[src/rtl/uart_pkg.sv]
// Shared UART definitions: transmitter FSM states, frame data width and the
// default bit period used by both the transmitter and async_receiver.
package uart_pkg;

  localparam int DATA_BITS = 8;

  // 25 MHz clock / 432 clocks per bit gives a 17280 ns bit time
  localparam int DEFAULT_CLKS_PER_BIT = 432;

  typedef enum logic [1:0] {
    IDLE,
    START,
    DATA,
    STOP
  } tx_state_t;

endpackage

[src/rtl/uart_tx_buffered_if.sv]
// Byte write port of the buffered transmitter: valid/ready handshake plus data.
interface uart_tx_buffered_if;
  import uart_pkg::*;

  logic                 wr_valid;
  logic [DATA_BITS-1:0] wr_data;
  logic                 wr_ready;

  modport master (output wr_valid, output wr_data, input wr_ready);
  modport slave  (input wr_valid, input wr_data, output wr_ready);

endinterface

[src/rtl/uart_tx_fifo.sv]
// Synchronous FIFO with a separate occupancy counter; pushes are refused while
// full, even when a pop happens in the same cycle.
module uart_tx_fifo #(
  parameter int DEPTH = 4,
  parameter int WIDTH = 8,
  localparam int AW = $clog2(DEPTH),
  localparam int CW = AW + 1
) (
  input  logic             clk,
  input  logic             rst,
  input  logic             push,
  input  logic [WIDTH-1:0] push_data,
  input  logic             pop,
  output logic [WIDTH-1:0] pop_data,
  output logic             full,
  output logic             empty,
  output logic [CW-1:0]    count
);

  logic [WIDTH-1:0] mem [DEPTH];
  logic [AW-1:0]    wr_ptr;
  logic [AW-1:0]    rd_ptr;
  logic             push_ok;
  logic             pop_ok;

  assign full     = (count == CW'(DEPTH));
  assign empty    = (count == '0);
  assign push_ok  = push && !full;
  assign pop_ok   = pop && !empty;
  assign pop_data = mem[rd_ptr];

  // Pointers wrap naturally because DEPTH is a power of two
  always_ff @(posedge clk or negedge rst) begin
    if (!rst) begin
      wr_ptr <= '0;
      rd_ptr <= '0;
      count  <= '0;
      for (int i = 0; i < DEPTH; i++) begin
        mem[i] <= '0;
      end
    end else begin
      if (push_ok) begin
        mem[wr_ptr] <= push_data;
        wr_ptr      <= wr_ptr + AW'(1);
      end
      if (pop_ok) begin
        rd_ptr <= rd_ptr + AW'(1);
      end
      case ({push_ok, pop_ok})
        2'b10:   count <= count + CW'(1);
        2'b01:   count <= count - CW'(1);
        default: count <= count;
      endcase
    end
  end

endmodule

[src/rtl/uart_tx_buffered.sv]
// Buffered 8N1 transmitter: a byte FIFO feeds a start/data/stop serializer that
// sends frames back-to-back while bytes are queued; TxD is a registered output.
module uart_tx_buffered
  import uart_pkg::*;
#(
  parameter int CLKS_PER_BIT = DEFAULT_CLKS_PER_BIT,
  parameter int FIFO_DEPTH   = 4,
  parameter int STOP_BITS    = 1,
  localparam int CW = $clog2(FIFO_DEPTH) + 1
) (
  input  logic                 clk,
  input  logic                 rst,
  uart_tx_buffered_if.slave    wr,
  output logic                 TxD,
  output logic                 TxD_busy,
  output logic [CW-1:0]        fifo_count
);

  localparam int BW = $clog2(CLKS_PER_BIT);
  localparam int IW = $clog2(DATA_BITS);
  localparam logic [BW-1:0] BAUD_LAST = BW'(CLKS_PER_BIT - 1);
  localparam logic [IW-1:0] DATA_LAST = IW'(DATA_BITS - 1);
  localparam logic [IW-1:0] STOP_LAST = IW'(STOP_BITS - 1);

  tx_state_t            state;
  tx_state_t            next_state;
  logic [BW-1:0]        baud_cnt;
  logic [BW-1:0]        baud_d;
  logic [IW-1:0]        bit_idx;
  logic [IW-1:0]        idx_d;
  logic [IW-1:0]        idx_next;
  logic [DATA_BITS-1:0] sh;
  logic [DATA_BITS-1:0] head;
  logic                 txd_q;
  logic                 txd_d;
  logic                 pop;
  logic                 full;
  logic                 empty;
  logic                 bit_done;

  uart_tx_fifo #(
    .DEPTH (FIFO_DEPTH),
    .WIDTH (DATA_BITS)
  ) u_fifo (
    .clk       (clk),
    .rst       (rst),
    .push      (wr.wr_valid),
    .push_data (wr.wr_data),
    .pop       (pop),
    .pop_data  (head),
    .full      (full),
    .empty     (empty),
    .count     (fifo_count)
  );

  assign bit_done    = (baud_cnt == BAUD_LAST);
  assign idx_next    = bit_idx + IW'(1);
  assign wr.wr_ready = !full;
  assign TxD         = txd_q;
  assign TxD_busy    = (state != IDLE) || !empty;

  always_ff @(posedge clk or negedge rst) begin
    if (!rst) begin
      state <= IDLE;
    end else begin
      state <= next_state;
    end
  end

  always_comb begin
    next_state = state;
    case (state)
      IDLE:    if (!empty) next_state = START;
      START:   if (bit_done) next_state = DATA;
      DATA:    if (bit_done && bit_idx == DATA_LAST) next_state = STOP;
      STOP:    if (bit_done && bit_idx == STOP_LAST) next_state = empty ? IDLE : START;
      default: next_state = IDLE;
    endcase
  end

  // bit_idx counts data bits in DATA and stop bits in STOP; the next TxD level
  // is computed here so the line itself comes straight from a flop
  always_comb begin
    pop    = 1'b0;
    txd_d  = txd_q;
    baud_d = bit_done ? '0 : baud_cnt + BW'(1);
    idx_d  = bit_idx;
    case (state)
      IDLE: begin
        baud_d = '0;
        idx_d  = '0;
        txd_d  = 1'b1;
        if (!empty) begin
          pop   = 1'b1;
          txd_d = 1'b0;
        end
      end
      START: begin
        if (bit_done) begin
          idx_d = '0;
          txd_d = sh[0];
        end
      end
      DATA: begin
        if (bit_done) begin
          if (bit_idx == DATA_LAST) begin
            idx_d = '0;
            txd_d = 1'b1;
          end else begin
            idx_d = idx_next;
            txd_d = sh[idx_next];
          end
        end
      end
      STOP: begin
        if (bit_done) begin
          if (bit_idx == STOP_LAST) begin
            idx_d = '0;
            if (!empty) begin
              pop   = 1'b1;
              txd_d = 1'b0;
            end
          end else begin
            idx_d = idx_next;
          end
        end
      end
      default: begin
        baud_d = '0;
        idx_d  = '0;
        txd_d  = 1'b1;
      end
    endcase
  end

  always_ff @(posedge clk or negedge rst) begin
    if (!rst) begin
      baud_cnt <= '0;
      bit_idx  <= '0;
      sh       <= '0;
      txd_q    <= 1'b1;
    end else begin
      baud_cnt <= baud_d;
      bit_idx  <= idx_d;
      txd_q    <= txd_d;
      if (pop) begin
        sh <= head;
      end
    end
  end

endmodule

[src/flat_wrapper.sv]
// flat-port wrapper written by rule: the top's interface ports become plain ports
module uart_tx_buffered_flat import uart_pkg::*;
#(
  parameter int CLKS_PER_BIT = DEFAULT_CLKS_PER_BIT,
  parameter int FIFO_DEPTH   = 4,
  parameter int STOP_BITS    = 1,
  localparam int CW = $clog2(FIFO_DEPTH) + 1
)
  (clk, rst, TxD, TxD_busy, fifo_count, wr_wr_valid, wr_wr_data, wr_wr_ready);
  uart_tx_buffered_if wr_i ();
  input  logic clk;
  input  logic rst;
  output logic TxD;
  output logic TxD_busy;
  output logic [CW-1:0] fifo_count;
  input wire logic [$bits(wr_i.wr_valid)-1:0] wr_wr_valid;
  input wire logic [$bits(wr_i.wr_data)-1:0] wr_wr_data;
  output wire logic [$bits(wr_i.wr_ready)-1:0] wr_wr_ready;
  assign wr_i.wr_valid = wr_wr_valid;
  assign wr_i.wr_data = wr_wr_data;
  assign wr_wr_ready = wr_i.wr_ready;
  uart_tx_buffered #(.CLKS_PER_BIT(CLKS_PER_BIT), .FIFO_DEPTH(FIFO_DEPTH), .STOP_BITS(STOP_BITS)) u_core (.clk(clk), .rst(rst), .wr(wr_i), .TxD(TxD), .TxD_busy(TxD_busy), .fifo_count(fifo_count));
endmodule
[config.mk]
export PLATFORM = sky130hd
export DESIGN_NAME = uart_tx_buffered_flat
export DESIGN_NICKNAME = d
export VERILOG_FILES = /design/src/rtl/uart_pkg.sv /design/src/rtl/uart_tx_buffered_if.sv /design/src/rtl/uart_tx_fifo.sv /design/src/rtl/uart_tx_buffered.sv /design/src/flat_wrapper.sv
export SDC_FILE = /design/constraint.sdc
export NUM_CORES = 1
export LEC_CHECK = 0
export BUFFER_PORTS_ARGS = -buffer_cell sky130_fd_sc_hd__buf_2
export CAP_MARGIN = 25
export CORE_MARGIN = 2
export CORE_UTILIZATION = 30
export DETAILED_ROUTE_END_ITERATION = 10
export MAX_ROUTING_LAYER = met4
export SETUP_SLACK_MARGIN = 0.2
export SLEW_MARGIN = 10
export SYNTH_ARGS = -nofsm -noshare
export SYNTH_HDL_FRONTEND = slang
export SYNTH_HIERARCHICAL = 1
export SYNTH_SLANG_ARGS = --single-unit
[constraint.sdc]
create_clock -name clk -period 2.45 [get_ports clk]
set_clock_uncertainty 0.15 [all_clocks]
set_input_delay 0.49 -clock clk [delete_from_list [all_inputs] [get_ports clk]]
set_output_delay 0.49 -clock clk [all_outputs]
set_load 0.1 [all_outputs]
* Word level (Yosys, flattened, before mapping)
Cells that the tools add are included.
** Storage, ports and cells
- Register bits :: 62
- Input port bits :: 11
- Output and inout bits :: 6
- Logic and storage cells :: 91
** Operators by class
- Add/sub/neg operators :: 6
- $lt $le $gt $ge :: 4
- Equality and inequality tests :: 16
- Multiplexer cells :: 35
- Bitwise logic cells :: 2
- Reductions and logical operators :: 16
** Operator list (count)
- $bwmux 32 :: 1
- $mux 8 :: 3
- $mux 9 :: 2
- $bmux 8 s2 :: 1
- $demux 8 s2 :: 1
- $mux 3 :: 5
- $mux 1 :: 12
- $ne 2x1->1 const B :: 6
- $pmux 3 s4 :: 1
- $add 9x1->9 const B :: 1
- $eq 9x9->1 const B :: 1
- $mux 2 :: 4
- $pmux 2 s4 :: 1
- $add 3x1->3 const B :: 2
- $eq 2x2->1 const B :: 3
- $eq 3x3->1 const B :: 2
- $ge 3x3->1 const B :: 2
- $logic_not 3->1 :: 2
- $not 2->3 :: 2
- $pmux 3 s2 :: 1
- $logic_and 1x1->1 :: 5
- $reduce_and 5->1 :: 1
- $add 2x1->2 const B :: 2
- $eq 2x1->1 const B :: 2
- 13 further kinds :: 16

* Longest topological paths before layout
Gate-level depths: netlist of run 1.
- Word-level depth :: 8
- Gate-level depth with buffers :: 14

* Cells and area by module
The synthesis of run 1 kept the hierarchy.
** Modules (own cells, without submodules)
- uart_tx_fifo :: instances 1, cells an instance 114, area an instance 1784.2 µm², sequential area each 975.9 µm²
- uart_tx_buffered :: instances 1, cells an instance 116, area an instance 1275.0 µm², sequential area each 576.8 µm²

* Worst setup path before layout of run 1
No wires, ideal clock.
- Path type :: reg2reg
- From :: reg u_core.u_fifo.count[0]
- To :: reg u_core.u_fifo.count[2]
- Arrival time :: 2806 ps
- Data required time :: 2137 ps
- Setup slack :: -669 ps
- Cell stages (with the launch flop) :: 10
- Path buffers :: 0
- Period minus slack after synthesis :: 3119 ps
- Path through :: dfrtp_1 nor3_1 nor3_4 o31a_2 ha_1 inv_1 fa_1 xor2_1 nor2_1 xor2_1
** Between the ends
- Word-level cells in the longest chain between the ends :: 8
** Ends and longest elaborated chain
- start, declared :: RTL line uart_tx_fifo.sv:17 : output logic [CW-1:0] count
- start signal, assigned :: RTL line uart_tx_fifo.sv:50 : 2'b10: count <= count + CW'(1);
- start signal, assigned :: RTL line uart_tx_fifo.sv:51 : 2'b01: count <= count - CW'(1);
- start signal, assigned :: RTL line uart_tx_fifo.sv:52 : default: count <= count;
- $logic_not 3->1 (*) :: RTL line uart_tx_fifo.sv:27 : assign empty = (count == '0);
- net u_core.empty :: RTL line uart_tx_buffered.sv:38 : logic empty;
- $mux 1 (*) :: RTL line uart_tx_buffered.sv:93, uart_tx_buffered.sv:119
- $mux 1 :: RTL line uart_tx_buffered.sv:117 : if (bit_idx == STOP_LAST) begin
- $mux 1 :: RTL line uart_tx_buffered.sv:116 : if (bit_done) begin
- $pmux 1 s2 (*) :: RTL line uart_tx_buffered.sv:88 : case (state)
- net u_core.pop :: RTL line uart_tx_buffered.sv:36 : logic pop;
- $logic_and 1x1->1 (*) :: RTL line uart_tx_fifo.sv:29 : assign pop_ok = pop && !empty;
- net u_core.u_fifo.pop_ok :: RTL line uart_tx_fifo.sv:24 : logic pop_ok;
- $eq 2x1->1 / $eq 2x2->1 (equally long branches) :: RTL line uart_tx_fifo.sv:49 : case ({push_ok, pop_ok})
- $pmux 3 s2 / $reduce_bool 2->1 (equally long branches)
The timed path passes the listed nets; every way through them passes the cells marked *.
A chain may end at the register's enable or synchronous reset.

* Final worst setup path of run 1
- From :: reg u_core.state[1]
- To :: reg u_core.u_fifo.count[2]
** Between the ends
- Word-level cells in the longest chain between the ends :: 5
** Ends and longest elaborated chain
- start, declared :: RTL line uart_tx_buffered.sv:25 : tx_state_t state;
- start signal, assigned :: RTL line uart_tx_buffered.sv:66 : state <= next_state;
- $eq 2x2->1 / $logic_not 2->1 (equally long branches) :: RTL line uart_tx_buffered.sv:88
- $pmux 1 s2 (*) :: RTL line uart_tx_buffered.sv:88
- net u_core.pop :: RTL line uart_tx_buffered.sv:36
- $logic_and 1x1->1 (*) :: RTL line uart_tx_fifo.sv:29
- net u_core.u_fifo.pop_ok :: RTL line uart_tx_fifo.sv:24
- $eq 2x1->1 / $eq 2x2->1 (equally long branches) :: RTL line uart_tx_fifo.sv:49
- $pmux 3 s2 / $reduce_bool 2->1 (equally long branches)
Marked as above.

==> run_results.csv, run 1 <==
group,metric,value,unit
finish,area_growth_syn_to_layout,25.5,%
detailed_routing,highest_layer,"met4",
sta,fin_ws,0.0897,ns
clock_tree,clock_sinks,62,
detailed_routing,wl_met3,200,µm
synth,netlist-cell-type-count,39,
detailed_routing,dr_wl_met2,2700,µm
finish,finalInstanceArea,3840,µm²
floorplan,core_area,9820,µm²
clock_tree,clk_path_buf_depth,2,
grt,grt_usage,11.8,%
placement,place_area,3480,µm²
flow_run,maxCapViolCount,0,
clock_tree,cts_tree,"yes",
floorplan,rows,36,
detailed_routing,postRouteAntennaNets,0,
clock_tree,clkTransAtPathRegs,0.08,ns
floorplan,die_h,105,µm
power_and_ir_drop,powerDensity,1460,nW/µm²
worst_setup_path,cp-end-kind,"flip-flop",
finish,drive_gt1_share,48.9,%
sta,slew-limit-headroom,64.7,%
sta,setup_viol,0,
clock_tree,cts_made_buffers,9,
sta,rsz0062_at_grt,"yes",
clock_tree,clk_latency,0.33,ns
grt,grt_pass1_vias,1973,
detailed_routing,drt-total-wl,5700,µm
sta,hold_violations,0,
sta,finalCritPeriodShare,96.3,%
grt,overflow,0,
clock_tree,cts-htree-levels,3,
sta,worst_pin_slew,0.529,ns
detailed_routing,avgRoutedWirePerCell,13.7,µm
hold_path,hold_path.class,"input pin to flip-flop",
sta,slew_violations,0,
floorplan,die-area,11000,µm²
sta,max_freq,0.424,GHz
floorplan,io_pins,17,
placement,portBuffers,16,
detailed_routing,drt_pass1_iterations,4,
floorplan,dieWidth,105,µm
finish,n_fill_cell,978,
clock_tree,cts-root-buf,"clkbuf_8",
synth,avgSynthCellArea,13.3,µm²
power_and_ir_drop,p_leak,0.00166,µW
worst_setup_path,startpoint_type,"flip-flop",
synth,yosys_most_used_dff,"dfrtp_1",
grt,antenna_found_initial,0,
finish,diodes,0,
status,status,"complete, no violations",
detailed_routing,via_per_inst,4.47,
detailed_routing,drc_errors,0,
synth,synthesis.area,3060,µm²
grt,grt_max_degree,44,
sta,period_needed,2.36,ns
synth,synth_edf_count,0,
worst_setup_path,worstSetupPathType,"flip-flop to flip-flop",
detailed_routing,dr_total_vias,1866,
power_and_ir_drop,vdd_drop_max,502,µV
synth,ys_warn_count,6,
detailed_routing,wl_met1,2770,µm
placement,dp_slack,-0.0408,ns
worst_setup_path,critPathRequiredTime,2.56,ns
finish,nets,305,
synth,syn-num-nets,256,
placement,place.gp.congestion,0.717,
placement,dpl.hpwl,4000,µm
grt,grt_pass1_wl,9840,µm
sta,whs,0.275,ns
worst_setup_path,crit_fanout,4,
worst_setup_path,crit_arrival,2.47,ns
finish,final_common_cell,"dfrtp_1",
synth,async_flop_share,100,%
detailed_routing,drt-initial-drc-count,56,
synth,synth-seq-cells,62,
synth,seq_area_frac_synth,50.8,%
finish,mostFrequentLayoutCells,"dfrtp_1, mux2_2, buf_4, buf_2, nor2_1",
floorplan,start_util,31.2,%
synth,synth_cells,230,
synth_stat cells, types with 2 or more instances:
| master | number | area, µm² |
|---|---|---|
| nor2b_1 | 3 | 18.8 |
| o21ai_0 | 3 | 15.0 |
| inv_1 | 12 | 45.0 |
| nor2_1 | 14 | 52.6 |
| a21oi_1 | 6 | 30.0 |
| nor2_2 | 4 | 25.0 |
| mux4_2 | 9 | 203 |
| dfrtp_1 | 61 | 1530 |
| a31oi_1 | 2 | 12.5 |
| buf_2 | 2 | 10.0 |
| nand3_1 | 3 | 15.0 |
| xor2_1 | 6 | 52.6 |
| ha_1 | 14 | 175 |
| mux2i_1 | 3 | 30.0 |
| nand2_1 | 10 | 37.5 |
| nand2b_1 | 5 | 31.3 |
| xnor2_1 | 6 | 52.6 |
| o31ai_1 | 2 | 15.0 |
| mux2_2 | 44 | 495 |
| nor3_1 | 2 | 10.0 |
flip-flops by register name, summed over array words and instances (netlist names):
register	flops
u_core/u_fifo/count	3
u_core/baud_cnt	9
u_core/sh	8
u_core/state	2
u_core/bit_idx	3
u_core/u_fifo/wr_ptr	2
u_core/u_fifo/rd_ptr	2
u_core/TxD	1
u_core/u_fifo/mem	32
cells by family after synthesis:
| logic type | after synthesis | share of synthesized area, % |
|---|---|---|
| simple gates | 50 | 9.24 |
| flops | 62 | 50.8 |
| buf+inv | 16 | 2.29 |
| mux | 56 | 23.8 |
| xor+xnor | 12 | 3.44 |
| fa+ha+maj | 15 | 6.38 |
| compound gates | 19 | 4.09 |
routing by layer:
layer / up-vias / global-route usage [%]
li1: 906 / -
met1: 935 / 15.4
met2: 23 / 17.5
met3: 2 / 4.18
met4: 0 / 3.14
met5: - / -
per-stage QoR:
| stage | std cells | utilization [%] | setup TNS [ns] | power (µW) |
|---|---|---|---|---|
| finish | 417 | 39.1 | 0 | 5620 |
| global route | 417 | 39.1 | -0.0688 | 6020 |
| CTS | 413 | 38.6 | 0 | 5620 |
| detailed placement | 392 | 35.4 | -0.0408 | 4390 |
| global placement | 392 | 35.4 | 0 | 4330 |
| floorplan | 230 | - | -0.467 | 3800 |
path summary, 6_finish.rpt:
| kind | cells after the start | slack, ns | end | from |
|---|---|---|---|---|
| max | 12 | 0.09 | u_core/u_fifo/count[2] | u_core/state[1] |
| min | 2 | 0.28 | u_core/u_fifo/mem[18] | wr_wr_data[2] |
| min in group asynchronous | 2 | 0.51 | u_core/baud_cnt[6] | rst |
| max in group asynchronous | 3 | 1.03 | u_core/u_fifo/rd_ptr[0] | rst |
| min reg2reg | 1 | 0.35 | u_core/u_fifo/mem[8] | u_core/u_fifo/mem[8] |
| max reg2reg | 12 | 0.09 | u_core/u_fifo/count[2] | u_core/state[1] |
final cells by class:
| cell class | instances | area [µm²] | area share [%] |
|---|---|---|---|
| flip-flops and latches | 62 | 1560 | 40.7 |
| multi-input cells | 152 | 1520 | 39.5 |
| repair buffers | 42 | 299 | 7.79 |
| well taps | 133 | 166 | 4.34 |
| clock buffers | 11 | 141 | 3.68 |
| clock inverters | 5 | 106 | 2.77 |
| inverters | 12 | 45.0 | 1.17 |
power by group:
part	switching (µW)	internal (µW)
logic	1270	1390
clock network	406	706
registers	314	1540
worst max-delay path: stages, from the launching register on:
cell and delay (ns):
dfrtp_1 0.40, ha_2 0.21, inv_2 0.06, nor2_4 0.11, a31oi_4 0.10, nor3_4 0.17, o31a_2 0.19, ha_4 0.13
inv_2 0.03, fa_2 0.32, xor2_1 0.14, nor2_1 0.12, xor2_1 0.15
what timing repair did:
item,4_1_cts,5_1_grt
pin swaps,3,10
setup buffers,4,4
hold buffers,1,0
endpoints found under the hold margin,18,0
resized for setup,5,5
setup endpoints to repair,4,3
(Power assumes the default switching activity.)
==> inputs of run 2 (changes only) <==
--- a/config.mk
+++ b/config.mk
@@ -12,8 +12,6 @@
 export DETAILED_ROUTE_END_ITERATION = 10
 export MAX_ROUTING_LAYER = met4
 export SETUP_SLACK_MARGIN = 0.2
-export SLEW_MARGIN = 10
 export SYNTH_ARGS = -nofsm -noshare
 export SYNTH_HDL_FRONTEND = slang
-export SYNTH_HIERARCHICAL = 1
 export SYNTH_SLANG_ARGS = --single-unit
==> run_results.csv, run 2 <==
group,metric,value,unit
detailed_routing,dr_wl_met2,2990,µm
clock_tree,clk_path_buf_depth,2,
grt,grt_pass1_wl,10300,µm
floorplan,io_pins,17,
hold_path,holdPathEnd,"u_core.u_fifo.mem[22]",
sta,max_freq,0.406,GHz
detailed_routing,highest_layer,"met4",
synth,async_flop_share,100,%
placement,portBuffers,16,
worst_setup_path,crit_start,"u_core.state[1]",
worst_setup_path,r2r_setup_slack,-0.01,ns
worst_setup_path,rr_endpoint,"u_core.u_fifo.count[2]",
worst_setup_path,crit_fanout,4,
finish,ff_latch_area,1560,µm²
worst_setup_path,worstSetupPathType,"flip-flop to flip-flop",
hold_path,holdPathStages,2,
detailed_routing,drt-total-wl,6010,µm
placement,place.gp.congestion,0.734,
synth,synth_top_cell_area_share,48.5,%
clock_tree,cts-htree-levels,3,
detailed_routing,avgRoutedWirePerCell,14.1,µm
finish,final_util,37.7,%
synth,synth.most_common_cell,"dfrtp_1",
clock_tree,cts_tree,"yes",
sta,finalCritPeriodShare,101,%
sta,slew-limit-headroom,68.0,%
status,violations,"negative setup slack",
synth,syn-num-nets,261,
sta,period_needed,2.46,ns
synth,synth_top_cell_by_area,"dfrtp_1",
flow_run,maxCapViolCount,0,
grt,grt_usage,12.1,%
synth,synthesis.area,3150,µm²
detailed_routing,postRouteAntennaNets,0,
synth,yosys-top-cells-area,"dfrtp_1, mux2_2, mux4_2",
finish,nets,312,
placement,dp_slack,-0.102,ns
power_and_ir_drop,vdd_drop_max,585,µV
clock_tree,clkTransAtPathRegs,0.07,ns
finish,mostFrequentLayoutCells,"dfrtp_1, mux2_2, buf_4, buf_2, nand2_1",
worst_setup_path,crit_arrival,2.58,ns
worst_setup_path,rr_worst_depth,11,
detailed_routing,drt_pass1_iterations,4,
status,status,"complete, but fails checks",
finish,largest-register,"u_core.u_fifo.mem",
finish,reg_top3,"u_core.u_fifo.mem: 32 flops, u_core.baud_cnt: 9 flops, u_core.sh: 8 flops",
power_and_ir_drop,powerDensity,1380,nW/µm²
synth,ys_warn_count,0,
floorplan,dieWidth,106,µm
finish,drive_gt1_share,45.4,%
clock_tree,clock_sinks,62,
detailed_routing,drt-initial-drc-count,67,
synth,synth_commonest_cells,"dfrtp_1, mux2_2, nand2_1",
sta,setup_viol,1,
placement,dpl.hpwl,4100,µm
clock_tree,clk_latency,0.34,ns
hold_path,hold_path.class,"input pin to flip-flop",
synth,yosys_most_used_dff,"dfrtp_1",
hold_path,min-delay-start,"wr_wr_data[6]",
clock_tree,cts-root-buf,"clkbuf_8",
worst_setup_path,critPathRequiredTime,2.56,ns
floorplan,start_util,30.7,%
sta,rsz0062_at_grt,"yes",
sta,fin_ws,-0.0143,ns
synth,netlist-cell-type-count,44,
floorplan,die_h,106,µm
synth,synth_edf_count,0,
worst_setup_path,r2r_start,"u_core.state[1]",
grt,antenna_found_initial,0,
clock_tree,cts_made_buffers,9,
floorplan,rows,37,
synth,synth-seq-cells,62,
sta,worst_pin_slew,0.483,ns
synth,synth_cells,235,
power_and_ir_drop,p_leak,0.00173,µW
finish,multi_input_area,1550,µm²
sta,hold_violations,0,
detailed_routing,via_per_inst,4.78,
finish,largest_reg_flops,32,
finish,final_common_cell,"dfrtp_1",
detailed_routing,dr_total_vias,2039,
worst_setup_path,startpoint_type,"flip-flop",
worst_setup_path,cp-end-kind,"flip-flop",
finish,area_growth_syn_to_layout,22.7,%
detailed_routing,drc_errors,0,
grt,grt_pass1_vias,2146,
detailed_routing,wl_met1,2670,µm
detailed_routing,wl_met3,255,µm
floorplan,core_area,10200,µm²
synth,seq_area_frac_synth,49.4,%
floorplan,die-area,11300,µm²
synth,avgSynthCellArea,13.4,µm²
sta,whs,0.256,ns
finish,diodes,0,
grt,grt_max_degree,63,
sta,slew_violations,0,
finish,n_fill_cell,983,
grt,overflow,0,
-- run 2: cell count changes in the layout (fill, tap and decap cells not counted), moves of 4 or more --
cell and delta:
mux2_4 +8, nor2_2 -4, mux2_1 +5, nand2_1 +5, dfrtp_2 +4, nor2_1 -4
mux2_2 -15
-- run 2: kinds of logic after synthesis --
logic type	count (synthesis)	synth area share [%]
fa+ha+maj	15	6.21
xor+xnor	12	3.34
simple gates	49	8.63
mux	53	23.5
compound gates	26	6.09
flops	62	49.4
buf+inv	18	2.90
-- run 2: where the power goes --
part / switching, µW / total [µW] / leakage, µW / internal [µW]
combinational: 1250 / 2570 / 0.000880 / 1320
clock: 426 / 928 / 0.000103 / 502
sequential: 303 / 1810 / 0.000750 / 1510
-- run 2: worst max-delay path by stage --
stage / endpoint / slack, ns / depth (start not counted)
after floorplan: u_core.u_fifo.count[2] / -0.20 / 13
after global placement: u_core.u_fifo.count[2] / -0.06 / 12
after detailed placement: u_core.u_fifo.count[2] / -0.10 / 12
after CTS: u_core.u_fifo.count[2] / -0.02 / 12
after global routing: u_core.u_fifo.count[2] / -0.12 / 11
final: u_core.u_fifo.count[2] / -0.01 / 11
-- run 2: area by class of cell --
| class | count | share of cell area (%) |
|---|---|---|
| flip-flops and latches | 62 | 40.4 |
| multi-input cells | 155 | 40.2 |
| inverters | 12 | 1.17 |
| clock buffers | 10 | 3.57 |
| clock inverters | 6 | 1.78 |
| repair buffers | 46 | 8.46 |
| well taps | 136 | 4.41 |
-- run 2: metrics by stage --
step	TNS [ns]	cells	cell area, µm²	total power [µW]
final	-0.0143	427	3860	5320
after global routing	-0.121	427	3860	5700
after CTS	-0.0175	426	3840	5350
after detailed placement	-0.102	407	3580	4340
after global placement	-0.0598	407	3580	4250
after floorplan	-0.264	235	3170	3680
-- run 2: per-layer routing --
layer / vias up / track usage (%)
li1: 950 / -
met5: - / -
met3: 7 / 3.86
met4: 0 / 3.95
met2: 32 / 19.9
met1: 1050 / 14.0
-- run 2: worst max-delay path, cell delays in order (launching register included) --
cell and delay (ns):
dfrtp_1 0.40, ha_2 0.20, and3b_2 0.21, a31oi_4 0.09, or3_4 0.38, inv_2 0.07
ha_4 0.13, inv_2 0.03, fa_2 0.32, xor2_1 0.14, nor2_1 0.12, xor2_1 0.14
-- run 2: repair_timing --
action,in CTS,in global routing
resized for setup,7,5
hold buffers,1,0
setup endpoints to repair,3,5
buffers inserted,2,1
hold endpoints to repair,3,0
pin swaps,7,2
